`src/rtl/i2c_mem_target.sv`:
```
// I2C target bridging the bus to a synchronous byte-wide memory with a loadable,
// auto-incrementing pointer. Define I2C_MEM_WP_EN to add the wp (write-protect) input.
module i2c_mem_target #(
  parameter logic [6:0] DEV_ADDR    = 7'h50,
  parameter int         MEM_AW      = 8,
  parameter int         SYNC_STAGES = 2
) (
  input  logic              clk,
  input  logic              reset,
  input  logic              scl,
  input  logic              sda,
`ifdef I2C_MEM_WP_EN
  input  logic              wp,
`endif
  output logic              sda_oe,
  output logic [MEM_AW-1:0] mem_addr,
  output logic [7:0]        mem_wdata,
  output logic              mem_we,
  output logic              mem_re,
  input  logic [7:0]        mem_rdata,
  output logic              busy,
  output logic              done
);

  localparam logic [3:0] IDLE    = 4'd0;
  localparam logic [3:0] DEV     = 4'd1;
  localparam logic [3:0] DEV_ACK = 4'd2;
  localparam logic [3:0] PTR     = 4'd3;
  localparam logic [3:0] PTR_ACK = 4'd4;
  localparam logic [3:0] WR      = 4'd5;
  localparam logic [3:0] WR_ACK  = 4'd6;
  localparam logic [3:0] RD_LOAD = 4'd7;
  localparam logic [3:0] RD      = 4'd8;
  localparam logic [3:0] RD_ACK  = 4'd9;
  localparam logic [3:0] IGNORE  = 4'd10;

  logic [SYNC_STAGES-1:0] scl_p0, sda_p0;
  logic                   scl_p1, sda_p1;
  logic                   scl_s, sda_s;
  logic                   scl_rise, scl_fall, start_c, stop_c;

  logic [3:0]        state;
  logic [3:0]        bit_cnt;
  logic [7:0]        shift;
  logic [7:0]        byte_in;
  logic [MEM_AW-1:0] ptr;
  logic [MEM_AW-1:0] ptr_inc;
  logic              rw;
  logic              matched;
  logic              ack_bit;
  logic              last_bit;
  logic              wp_on;

  // Stage p0: synchronisers; p1: previous synchronised level for edge detection.
  // Not reset, so a reset in mid-transfer cannot fabricate a bus edge.
  always_ff @(posedge clk) begin
    scl_p0 <= {scl_p0[SYNC_STAGES-2:0], scl};
    sda_p0 <= {sda_p0[SYNC_STAGES-2:0], sda};
    scl_p1 <= scl_p0[SYNC_STAGES-1];
    sda_p1 <= sda_p0[SYNC_STAGES-1];
  end

  assign scl_s    = scl_p0[SYNC_STAGES-1];
  assign sda_s    = sda_p0[SYNC_STAGES-1];
  assign scl_rise = scl_s & ~scl_p1;
  assign scl_fall = ~scl_s & scl_p1;
  assign start_c  = scl_s & scl_p1 & sda_p1 & ~sda_s;
  assign stop_c   = scl_s & scl_p1 & ~sda_p1 & sda_s;

  assign byte_in  = {shift[6:0], sda_s};
  assign last_bit = (bit_cnt == 4'd7);
  assign ptr_inc  = ptr + MEM_AW'(1);
  assign busy     = (state != IDLE) && (state != IGNORE);

`ifdef I2C_MEM_WP_EN
  assign wp_on = wp;
`else
  assign wp_on = 1'b0;
`endif

  always_ff @(posedge clk) begin
    if (reset) begin
      state     <= IDLE;
      bit_cnt   <= 4'd0;
      ptr       <= '0;
      rw        <= 1'b0;
      matched   <= 1'b0;
      ack_bit   <= 1'b0;
      sda_oe    <= 1'b0;
      mem_addr  <= '0;
      mem_wdata <= 8'h00;
      mem_we    <= 1'b0;
      mem_re    <= 1'b0;
      done      <= 1'b0;
    end else begin
      mem_we <= 1'b0;
      mem_re <= 1'b0;
      done   <= 1'b0;
      if (stop_c) begin
        state   <= IDLE;
        sda_oe  <= 1'b0;
        bit_cnt <= 4'd0;
        done    <= matched;
        matched <= 1'b0;
      end else if (start_c) begin
        // A repeated START keeps the pointer and the matched status.
        state   <= DEV;
        sda_oe  <= 1'b0;
        bit_cnt <= 4'd0;
        if (state == IDLE) matched <= 1'b0;
      end else begin
        case (state)
          DEV: begin
            if (scl_rise) begin
              shift   <= byte_in;
              bit_cnt <= bit_cnt + 4'd1;
              if (last_bit) begin
                if (byte_in[7:1] == DEV_ADDR) begin
                  state   <= DEV_ACK;
                  rw      <= byte_in[0];
                  matched <= 1'b1;
                  ack_bit <= 1'b1;
                end else begin
                  state <= IGNORE;
                end
              end
            end
          end
          PTR: begin
            if (scl_rise) begin
              shift   <= byte_in;
              bit_cnt <= bit_cnt + 4'd1;
              if (last_bit) begin
                ptr     <= byte_in[MEM_AW-1:0];
                ack_bit <= 1'b1;
                state   <= PTR_ACK;
              end
            end
          end
          WR: begin
            if (scl_rise) begin
              shift   <= byte_in;
              bit_cnt <= bit_cnt + 4'd1;
              if (last_bit) begin
                ack_bit <= ~wp_on;
                state   <= WR_ACK;
                if (!wp_on) begin
                  mem_addr  <= ptr;
                  mem_wdata <= byte_in;
                  mem_we    <= 1'b1;
                  ptr       <= ptr_inc;
                end
              end
            end
          end
          // bit_cnt 8: waiting for the fall that opens the ACK slot; 9: slot clocked.
          DEV_ACK, PTR_ACK, WR_ACK, RD_ACK: begin
            if (scl_fall && bit_cnt == 4'd8) begin
              sda_oe <= ack_bit;
            end else if (scl_rise && bit_cnt == 4'd8) begin
              bit_cnt <= 4'd9;
              if (state == RD_ACK && sda_s) state <= IGNORE;
            end else if (scl_fall && bit_cnt == 4'd9) begin
              sda_oe  <= 1'b0;
              bit_cnt <= 4'd0;
              if (state == DEV_ACK && !rw) begin
                state <= PTR;
              end else if (state == DEV_ACK || state == RD_ACK) begin
                state    <= RD_LOAD;
                mem_re   <= 1'b1;
                mem_addr <= ptr;
              end else begin
                state <= WR;
              end
            end
          end
          // mem_re is high on the first clk here; read data is captured on the second.
          RD_LOAD: begin
            if (!mem_re) begin
              shift   <= mem_rdata;
              sda_oe  <= ~mem_rdata[7];
              ptr     <= ptr_inc;
              bit_cnt <= 4'd0;
              state   <= RD;
            end
          end
          RD: begin
            if (scl_rise) begin
              shift   <= {shift[6:0], 1'b0};
              bit_cnt <= bit_cnt + 4'd1;
              if (last_bit) begin
                ack_bit <= 1'b0;
                state   <= RD_ACK;
              end
            end else if (scl_fall) begin
              sda_oe <= ~shift[7];
            end
          end
          default: ;
        endcase
      end
    end
  end

endmodule
```
`config.mk`:
```
export PLATFORM = sky130hd
export DESIGN_NAME = i2c_mem_target
export DESIGN_NICKNAME = d
export VERILOG_FILES = /design/src/rtl/i2c_mem_target.sv
export SDC_FILE = /design/constraint.sdc
export NUM_CORES = 1
export LEC_CHECK = 0
export ABC_AREA = 1
export BUFFER_PORTS_ARGS = -buffer_cell sky130_fd_sc_hd__buf_2
export CELL_PAD_IN_SITES_DETAIL_PLACEMENT = 1
export CELL_PAD_IN_SITES_GLOBAL_PLACEMENT = 2
export CORE_MARGIN = 1
export CORE_UTILIZATION = 34
export DETAILED_ROUTE_END_ITERATION = 12
export GPL_TIMING_DRIVEN = 0
export MAX_ROUTING_LAYER = met4
export PLACE_DENSITY_LB_ADDON = 0.1
export REMOVE_ABC_BUFFERS = 1
export SKIP_CTS_REPAIR_TIMING = 1
export SLEW_MARGIN = 20
export SYNTH_ARGS = -nofsm -noshare
export SYNTH_HDL_FRONTEND = slang
export SYNTH_SLANG_ARGS = --single-unit
```
`constraint.sdc`:
```
create_clock -name clk -period 3.1 [get_ports clk]
set_clock_uncertainty 0.1 [all_clocks]
set_input_delay 0.31 -clock clk [delete_from_list [all_inputs] [get_ports clk]]
set_output_delay 0.31 -clock clk [all_outputs]
set_load 0.01 [all_outputs]
```
## Word-level counts from Yosys, hierarchy flattened

Index checks and enable logic that the tools add are counted.

- Muxes and demuxes: 62
- Equality and inequality tests: 52
- Reductions and logical operators: 42
- Bitwise logic cells: 20
- $add $sub $neg: 2

Operators with widths:

| operator | number |
|---|---|
| 8-bit two-way mux | 15 |
| 4-bit two-way mux | 19 |
| 8-bit one-hot mux with 3 select lines | 2 |
| 3-bit != test (second input constant) | 14 |
| 2-bit != test (second input constant) | 17 |
| 13-bit AND reduction | 2 |
| 4-bit one-hot mux with 6 select lines | 1 |
| 4-bit by 3-bit == test with 1-bit output (second input constant) | 5 |
| 10-bit AND reduction | 2 |
| 1-bit two-way mux | 19 |
| 4-bit == test (second input constant) | 4 |
| 8-bit one-hot mux with 2 select lines | 1 |
| 5-bit AND reduction | 3 |
| 3-bit nonzero test | 5 |
| 1-bit NOT | 13 |
| 4-bit != test (second input constant) | 3 |
| 4-bit one-hot mux with 3 select lines | 1 |
| 6-bit AND reduction | 2 |
| 2-bit by 1-bit != test with 1-bit output (second input constant) | 5 |
| 2-bit nonzero test | 5 |
| 8-bit by 1-bit adder with 8-bit output (second input constant) | 1 |
| 4-bit by 2-bit == test with 1-bit output (second input constant) | 2 |
| 8-bit AND reduction | 1 |
| 4-bit OR reduction | 2 |
| other kinds (19) | 34 |

- Logic and storage cells: 196
- Bits of input ports: 12
- Register bits: 53

## Logic depth before layout (Yosys ltp)

Gate-level depths: netlist (run 1).

- Word-level depth: 9
- Gate-level depth with buffers: 13
- Gate-level depth less buffers: 13

## Worst setup path before layout (run 1)

No wires, ideal clock.

- Path kind: register to register
- Start: reg state[2]
- End: reg shift[0] (enable)
- Setup time: 0.383 ns
- Cell stages (with the launch flop): 7
- Arrival: 1.572 ns
- Path slack: 1.044 ns
- Buffers on the path: 0
- Required time: 2.617 ns
- Cells stage by stage: dfxtp_1 inv_1 nor2_1 nand2_1 nand2_1 nor2_1 nor3_1

- Word-level cells in the longest chain between the ends: 4
- Elaborated cells between the ends (all ways): 11

RTL lines:

| what | line | text |
|---|---|---|
| start: declaration | 42 | `logic [3:0] state;` |
| start signal: assignment | 83 | `state <= IDLE;` |
| start signal: assignment | 100 | `state <= IDLE;` |
| start signal: assignment | 107 | `state <= DEV;` |
| 4-bit by 3-bit == test with 1-bit output (tied with other cells) | 112 | `case (state)` |
| 3-bit OR reduction (no source line) | -- |  |
| 2-bit by 1-bit != test with 1-bit output (no source line) / 3-bit nonzero test (equally long branches) | -- |  |
| 7-bit AND reduction (no source line) (*) | -- |  |
| end signal: assignment | 115 | `shift <= byte_in;` |
| end signal: assignment | 131 | `shift <= byte_in;` |
| end signal: assignment | 142 | `shift <= byte_in;` |
| end: declaration | 44 | `logic [7:0] shift;` |

Mark *: on every way between the ends. The rest lies on a longest branch, timed or not.
A chain may end at the register's enable or synchronous reset.

## Worst setup path after layout (run 1)

- Start: reg bit_cnt[0]
- End: reg mem_addr[7]

- Word-level cells in the longest chain between the ends: 4
- Elaborated cells between the ends (all ways): 11

RTL lines:

| what | line | text |
|---|---|---|
| start: declaration | 43 | `logic [3:0] bit_cnt;` |
| start signal: assignment | 116 | `bit_cnt <= bit_cnt + 4'd1;` |
| start signal: assignment | 132 | `bit_cnt <= bit_cnt + 4'd1;` |
| start signal: assignment | 143 | `bit_cnt <= bit_cnt + 4'd1;` |
| 4-bit == test, on equally long branches | 163, 158, 160 |  |
| 1-bit logical AND, on equally long branches | 163, 158, 160 |  |
| 2-bit != test (no source line) | -- |  |
| 10-bit AND reduction (no source line) (*) | -- |  |
| end signal: assignment | 148 | `mem_addr <= ptr;` |
| end signal: assignment | 171 | `mem_addr <= ptr;` |
| end: declaration | 16 | `output logic [MEM_AW-1:0] mem_addr,` |

Marks and branches as above.

==> impl_metrics.json, run 1 <==
{
  "portBuffers": 32,
  "core_um2": 7410,
  "ys_seq_area_share_pct": 42.7,
  "synthDistinctLibCells": 31,
  "grt_pass1_wl_um": 12100,
  "via_count": 2576,
  "yosysMostFrequentCell": "nand2_1",
  "synth_common_cells": "nand2_1, nor2_1, inv_1, dfxtp_1, o21ai_0",
  "dpl.hpwl_um": 5690,
  "drive_gt1_share_pct": 13.0,
  "timing.rr.start": "bit_cnt[0]$_SDFFE_PP0P_",
  "synth-main-ff-cell": "dfxtp_1",
  "status": "finished, final reports clean",
  "period_needed_ps": 2470,
  "leakage_uw": 0.00139,
  "drtIter0Drc": 72,
  "place_ws_ps": 486,
  "nets": 439,
  "netlist_instances": 389,
  "cts_tree": "built",
  "fin_crit_sh_pct": 79.6,
  "max-cap-violations": 0,
  "pin_count": 33,
  "worstSetupPathType": "flop to flop",
  "tns_ps": 0,
  "die_area_um2": 8210,
  "wl_per_cell_um": 14.1,
  "die_h_um": 90.6,
  "htreeDepth": 2,
  "cp.arrival_ps": 2580,
  "setup_slack_ps": 632,
  "p_per_area_nw_per_um2": 705,
  "path_clk_slew_ps": 100,
  "cts_made_buffers": 5,
  "rsz0062_at_grt": "false",
  "overflow": 0,
  "hold_class": "input port to flop",
  "area_growth_pct": 14.3,
  "fmax_ghz": 0.405,
  "critical_path_required_ps": 3210,
  "clockRootBuffer": "clkbuf_8",
  "viasPerCell": 4.93,
  "critPathLaunchType": "flop",
  "synth_top_cell_by_area": "dfxtp_1",
  "async_reset_ff_share_pct": 0,
  "slew_viol_final": 0,
  "filler_cell_count": 973,
  "reg2reg_to": "mem_addr[7]$_SDFFE_PP0P_",
  "clk_latency_ps": 310,
  "netlist_area_um2": 2670,
  "reg2reg_depth": 10,
  "ys_warn_count": 0,
  "endpoint": "mem_addr[7]$_SDFFE_PP0P_",
  "cp-end-kind": "flop",
  "crit_start": "bit_cnt[0]$_SDFFE_PP0P_",
  "finalHoldViolations": 0,
  "max_slew_margin_pct": 35.0,
  "firstDrtPassIters": 4,
  "yosysTopAreaCellShare_pct": 33.7,
  "ys_seq_elements": 53,
  "synth_area_leaders": "dfxtp_1, nand2_1, edfxtp_1, nor2_1, o21ai_0",
  "cts_sinks": 53,
  "start_util_pct": 36.0,
  "crit_fanout": 16,
  "tightestPinTransition_ps": 972,
  "grt_max_degree": 26,
  "peakVddDrop_v": 0.000217,
  "die_width_um": 90.6,
  "insertedDiodeCount": 0,
  "num_rows": 31,
  "clk_path_buf_depth": 2,
  "grt_usage_pct": 19.2,
  "grt_pass1_vias": 2515,
  "seqCellArea_um2": 1140,
  "rrSetupSlack_ps": 630,
  "antenna_found_initial": 0,
  "synth_edf_count": 8,
  "synth_area_per_cell_um2": 6.86,
  "multi_input_area_um2": 1310,
  "routed_wl_um": 7360,
  "ant_nets": 0,
  "remaining_drc_errors": 0,
  "gp_congestion": 0.833,
  "setup_viol": 0,
  "final_core_util_pct": 41.2
}
-- critical path, cell delays in order (launching register included) --
cell and delay [ps]:
dfxtp_1 420, ha_1 190, nand2_1 70, nor2_1 200
nand3_1 240, inv_1 130, o21ai_1 130, nor3_4 550
nand3_1 180, nand2_1 110, nor2_1 50
-- cell type report --
type	instances	area share, %
timing repair buffer	34	5.90
clock inverter	1	0.164
multi-input combinational	277	42.9
tap	99	4.06
inverter	52	6.39
sequential	53	37.4
clock buffer	7	3.20
-- cell families after synthesis --
| logic type | count (synthesis) | share of synthesized area, % |
|---|---|---|
| AO/OA/AOI/OAI | 86 | 16.8 |
| XOR/XNOR | 1 | 0.328 |
| buffers and inverters | 59 | 8.53 |
| flip-flops | 53 | 42.7 |
| adder cells (fa/ha/maj) | 4 | 1.87 |
| AND/OR/NAND/NOR | 186 | 29.8 |
-- routing by layer --
metal / global-route usage, % / share of wire, %
met1: 23.3 / 46
met2: 32.5 / 50
met5: - / 0
met4: 5.38 / 1.1
met3: 3.45 / 2.6
-- cell usage in the layout (no fill, tap or decap), drive strengths merged --
| cell type | instances |
|---|---|
| o21a | 1 |
| dfxtp | 45 |
| inv | 52 |
| o22ai | 1 |
| dlygate4sd3 | 2 |
| ha | 4 |
| o21ai | 42 |
| clkinv | 1 |
| a21oi | 36 |
| nand4 | 4 |
| a211oi | 1 |
| nor3 | 6 |
| or2 | 1 |
| xor2 | 1 |
| nor4 | 1 |
| a31oi | 1 |
| o31ai | 1 |
| nor2 | 64 |
| edfxtp | 8 |
| nand3 | 28 |
| a22oi | 2 |
| buf | 32 |
| a21boi | 1 |
| nand2 | 82 |
| clkbuf | 7 |
-- stage by stage --
stage               total power (uW)  hold slack [ps]  instances  cell area, um2
floorplan                       1480              210        382            2640
global placement                1720              210        513            2920
detailed placement              1730              213        513            2930
CTS                             2180            -8.72        521            3030
global route                    2330              131        523            3050
finish                          2150              123        523            3050
-- worst min path at each step --
stage	slack (ps)	from	cells past startpoint	end
after global routing	130	reset	2	rw$_SDFFE_PP0P_
after detailed placement	210	scl_p0[0]$_DFF_P_	0	scl_p0[1]$_DFF_P_
after CTS	-9	sda	1	sda_p0[0]$_DFF_P_
final	120	reset	2	done$_SDFF_PP0_
after floorplan	210	scl_p0[0]$_DFF_P_	0	scl_p0[1]$_DFF_P_
after global placement	210	scl_p0[0]$_DFF_P_	0	scl_p0[1]$_DFF_P_
-- report_power, final --
| part | total (uW) | switching [uW] | internal, uW | leakage, uW |
|---|---|---|---|---|
| logic | 830 | 568 | 262 | 0.000893 |
| clock network | 434 | 226 | 208 | 0.0000534 |
| registers | 887 | 72.8 | 814 | 0.000439 |
-- flip-flops by register name (all words and copies together), names as in the netlist, 2 cells and up --
signal	flops
scl_p0	2
shift	8
sda_p0	2
ptr	8
bit_cnt	4
mem_addr	8
state	4
mem_wdata	8
No activity file was read; power rests on OpenSTA's default activity.
==> inputs of run 2 (changes only) <==
Settings changed: ABC_AREA 1 to 0, CORE_UTILIZATION 34 to 32.
Clock period 3.1 ns to 2.1 ns, I/O delays scaled along.
==> impl_metrics.json, run 2 <==
{
  "critPathMaxStageDelay_ps": 490,
  "switching_power_uw": 1360,
  "slew_viol_final": 0,
  "viasPerCell": 5.38,
  "dpl-instance-area_um2": 3080,
  "cp_slowest_cell": "nor4b_4",
  "cts_sinks": 53,
  "p_per_area_nw_per_um2": 986,
  "p_sw_share_pct": 40.3,
  "cp.arrival_ps": 2110,
  "filler_cell_count": 1057,
  "worstSetupPathType": "flop to flop",
  "clkPwrFrac_pct": 17.9,
  "insertedDiodeCount": 0,
  "cts_made_buffers": 5,
  "yosysMostFrequentCell": "nand2_1",
  "portBuffers": 32,
  "async_reset_ff_share_pct": 0,
  "cp-end-kind": "flop",
  "max-cap-violations": 0,
  "synth_xor_area_share_pct": 0.607,
  "hold_class": "input port to flop",
  "timing.rr.start": "state[1]$_SDFFE_PP0P_",
  "intPower_uw": 2020,
  "cts_tree": "built",
  "yosysTopAreaCellShare_pct": 31.2,
  "crit_fanout": 12,
  "finalHoldViolations": 0,
  "critPathLaunchType": "flop",
  "grt_max_degree": 26,
  "rsz0062_at_grt": "false",
  "status": "finished, final reports clean",
  "netlist_area_um2": 2880,
  "p_seq_share_pct": 40.0,
  "synth_top_family_by_area": "simple AND/OR/NAND/NOR gates",
  "remaining_drc_errors": 0,
  "muxShareOfSynthArea_pct": 7.33,
  "core_um2": 8720,
  "grt_usage_pct": 18.8,
  "firstDrtPassIters": 4,
  "multi_input_area_um2": 1690,
  "gp_congestion": 0.770,
  "hold_ws_ps": 50.5,
  "max_slew_margin_pct": 51.3,
  "dpl.hpwl_um": 5780,
  "crit_chain": "nor4b_4 -> or3_4 -> a22oi_2 -> nand2_2 -> mux2_1",
  "num_rows": 34,
  "drtIter0Drc": 102,
  "synth_area_per_cell_um2": 8.66,
  "die_area_um2": 9400,
  "pin_count": 33,
  "ant_nets": 0,
  "synth_edf_count": 8,
  "grt_pass1_wl_um": 13900,
  "antenna_found_initial": 0,
  "synth_common_cells": "nand2_1, dfxtp_1, nor2_1, mux2i_1, a21oi_1",
  "ys_warn_count": 0,
  "synth_area_leaders": "dfxtp_1, edfxtp_1, nand2_1, mux2i_1, a21oi_1",
  "period_needed_ps": 2000,
  "synth_compound_area_share_pct": 18.1,
  "synth_top_cell_by_area": "dfxtp_1",
  "seqCellArea_um2": 1160,
  "path_clk_slew_ps": 100,
  "ys_seq_elements": 53,
  "wl_per_cell_um": 17.8,
  "drive_gt1_share_pct": 24.4,
  "htreeDepth": 2,
  "ys_seq_area_share_pct": 39.6,
  "fin_area_um2": 3420,
  "routed_wl_um": 8500,
  "synthAdderAreaFrac_pct": 1.74,
  "via_count": 2567,
  "clk_path_buf_depth": 2,
  "synth-main-ff-cell": "dfxtp_1",
  "combPwrFrac_pct": 42.1,
  "netlist_instances": 333,
  "fin_crit_sh_pct": 95.2,
  "min_from": "mem_rdata[6]",
  "synthDistinctLibCells": 65,
  "grt_pass1_vias": 2565,
  "layout_common_cells": "nand2_1, dfxtp_1, buf_2, nor2_1, mux2i_1",
  "crit_start": "state[1]$_SDFFE_PP0P_",
  "die_h_um": 96.9,
  "die_width_um": 96.9,
  "peakVddDrop_v": 0.000320,
  "tns_ps": 0,
  "overflow": 0,
  "setup_viol": 0,
  "area_growth_pct": 18.7,
  "yosys.area_share.simple_pct": 27.2,
  "start_util_pct": 33.1,
  "leakage_uw": 0.00134,
  "critical_path_required_ps": 2210,
  "final_common_cell": "nand2_1",
  "tightestPinTransition_ps": 727,
  "clk_latency_ps": 310,
  "fmax_ghz": 0.500,
  "clockRootBuffer": "clkbuf_8",
  "nets": 384
}
-- run 2: power by group through the flow --
| stage | logic [uW] | registers [uW] | clock network, uW |
|---|---|---|---|
| 2_1_floorplan | 784 | 1310 | 0 |
| 3_3_place_gp | 1040 | 1400 | 0 |
| 3_5_place_dp | 1070 | 1390 | 0 |
| 4_1_cts | 1070 | 1370 | 636 |
| 5_1_grt | 1550 | 1370 | 678 |
| 6_report | 1420 | 1350 | 605 |
-- run 2: cells by family after synthesis --
group / after synthesis
simple gates: 148
compound gates: 74
flops: 53
buf+inv: 31
mux: 21
fa+ha+maj: 4
xor+xnor: 2
-- run 2: metal layers --
layer | up-vias | track usage, % | part of all wire [%]
met4 | 0 | 4.13 | 0.74
met3 | 5 | 2.46 | 2.5
met5 | - | - | 0
met2 | 43 | 26.8 | 43
li1 | 1281 | - | -
met1 | 1238 | 28.2 | 53
-- run 2: worst paths after layout --
kind	endpoint	slack, ps	cells past startpoint
worst min-delay path	shift[6]$_DFFE_PP_	50	3
worst max-delay path	state[0]$_SDFFE_PP0P_	100	5
worst max register to register	state[0]$_SDFFE_PP0P_	100	5
worst min register to register	scl_p0[1]$_DFF_P_	230	0
-- run 2: stage by stage --
step	power, uW	util, %	instances	worst slack (ps)
after floorplan	2090	-	311	-489
after global placement	2440	35.0	451	-1430
after detailed placement	2460	35.3	453	-802
after CTS	3080	36.3	461	-816
after global routing	3600	39.3	477	9.08
final	3370	39.3	477	99.8
-- run 2: final cells by class --
class                           count  area share, %
Multi-Input combinational cell    249           49.4
Sequential cell                    53           33.9
Timing Repair Buffer               50           9.21
Tap cell                          108           3.95
Clock buffer                        6           2.12
Inverter                            9          0.986
Clock inverter                      2          0.438
-- run 2: critical path, delay by kind of cell, from the launching register on --
family / cells / cell delay, ps
simple gates: 3 / 940
compound gates: 1 / 100
flops: 1 / 410
mux: 1 / 330
==> inputs of run 3 (changes only) <==
Settings changed: ABC_CLOCK_PERIOD_IN_PS set to 2100, SETUP_SLACK_MARGIN set to 0.15.
==> impl_metrics.json, run 3 (synthesized netlist as in run 2, its figures left out) <==
{
  "ant_nets": 0,
  "slew_viol_final": 0,
  "overflow": 0,
  "firstDrtPassIters": 4,
  "grt_usage_pct": 18.8,
  "whs_endpoint": "shift[6]$_DFFE_PP_",
  "setup_slack_ps": 142,
  "pin_count": 33,
  "start_util_pct": 33.1,
  "status": "finished, final reports clean",
  "timing.rr.start": "state[2]$_SDFFE_PP0P_",
  "m1WireLength_um": 4530,
  "htreeDepth": 2,
  "cts_sinks": 53,
  "dr_wl_met3_um": 415,
  "clk_path_buf_depth": 2,
  "cp-end-kind": "flop",
  "via_count": 2693,
  "fmax_ghz": 0.511,
  "period_needed_ps": 1960,
  "cp.arrival_ps": 2100,
  "area_growth_pct": 25.7,
  "remaining_drc_errors": 0,
  "layout_common_cells": "nand2_1, dfxtp_1, buf_2, buf_4, nor2_1",
  "die_h_um": 96.9,
  "finalHoldViolations": 0,
  "multi_input_area_um2": 1780,
  "min_path_cells": 3,
  "critical_path_required_ps": 2240,
  "tightestPinTransition_ps": 746,
  "grt_max_degree": 26,
  "cts_tree": "built",
  "die_area_um2": 9400,
  "critPathLaunchType": "flop",
  "nets": 397,
  "insertedDiodeCount": 0,
  "path_clk_slew_ps": 100,
  "dpl.hpwl_um": 5780,
  "cts_made_buffers": 5,
  "clk_latency_ps": 320,
  "drive_gt1_share_pct": 30.6,
  "seqCellArea_um2": 1170,
  "p_per_area_nw_per_um2": 968,
  "peakVddDrop_v": 0.000335,
  "routed.top_layer": "met4",
  "grt_pass1_wl_um": 13900,
  "hold_class": "input port to flop",
  "routed_wl_um": 8900,
  "antenna_found_initial": 0,
  "leakage_uw": 0.00144,
  "max_slew_margin_pct": 50.0,
  "viasPerCell": 5.50,
  "wl_met2_um": 3870,
  "core_um2": 8720,
  "final_common_cell": "nand2_1",
  "grt_pass1_vias": 2565,
  "reg2reg_depth": 6,
  "gp_congestion": 0.770,
  "fin_crit_sh_pct": 93.2,
  "max-cap-violations": 0,
  "reg2reg_to": "bit_cnt[0]$_SDFFE_PP0P_",
  "min_from": "mem_rdata[6]",
  "crit_fanout": 6,
  "p_total_uw": 3510,
  "num_rows": 34,
  "portBuffers": 32,
  "place_ws_ps": -802,
  "filler_cell_count": 1038,
  "rsz0062_at_grt": "true",
  "worstSetupPathType": "flop to flop",
  "rrSetupSlack_ps": 140,
  "die_width_um": 96.9,
  "drtIter0Drc": 171,
  "clockRootBuffer": "clkbuf_8",
  "wl_per_cell_um": 18.2,
  "setup_viol": 0
}
-- run 3: worst max path at each step --
stage | depth (start not counted) | slack [ps] | from | to
after floorplan | 3 | -490 | state[1]$_SDFFE_PP0P_ | shift[0]$_DFFE_PP_
after global placement | 3 | -1430 | state[1]$_SDFFE_PP0P_ | shift[6]$_DFFE_PP_
after detailed placement | 5 | -800 | state[3]$_SDFFE_PP0P_ | state[0]$_SDFFE_PP0P_
after CTS | 5 | -820 | state[3]$_SDFFE_PP0P_ | state[0]$_SDFFE_PP0P_
after global routing | 8 | 40 | bit_cnt[0]$_SDFFE_PP0P_ | mem_addr[7]$_SDFFE_PP0P_
final | 6 | 140 | state[2]$_SDFFE_PP0P_ | bit_cnt[0]$_SDFFE_PP0P_
-- run 3: stage by stage --
step	area, um2	instances	utilization, %	hold WS [ps]	setup TNS, ps
detailed placement	3080	453	35.3	215	-21100
floorplan	2760	311	-	138	-4050
finish	3620	490	41.6	46.8	0
CTS	3170	461	36.3	-118	-21630
global placement	3050	451	35.0	214	-29190
global route	3620	490	41.6	63.0	0
-- run 3: critical path: stages, from the launching register on --
cell      delay (ps)
dfxtp_4          430
buf_4            190
nand2_1          100
a211oi_4         340
a21oi_1          110
or3_1            400
a211oi_2         210
-- run 3: cell type report --
type | instances | share of cell area (%)
clock buffers | 6 | 2.00
clock inverters | 2 | 0.414
inverters | 9 | 1.07
multi-input cells | 249 | 49.0
flip-flops and latches | 53 | 32.2
well taps | 108 | 3.73
repair buffers | 63 | 11.6
-- run 3: power by group --
part / internal [uW] / switching, uW / total [uW]
logic: 695 / 851 / 1550
registers: 1160 / 194 / 1350
clock network: 236 / 375 / 611
total: 2090 / 1420 / 3510
-- run 3: routing by layer --
| metal | global-route usage (%) | up-vias |
|---|---|---|
| li1 | - | 1308 |
| met1 | 28.2 | 1301 |
| met2 | 26.8 | 75 |
| met3 | 2.46 | 9 |
| met4 | 4.13 | 0 |
| met5 | - | - |
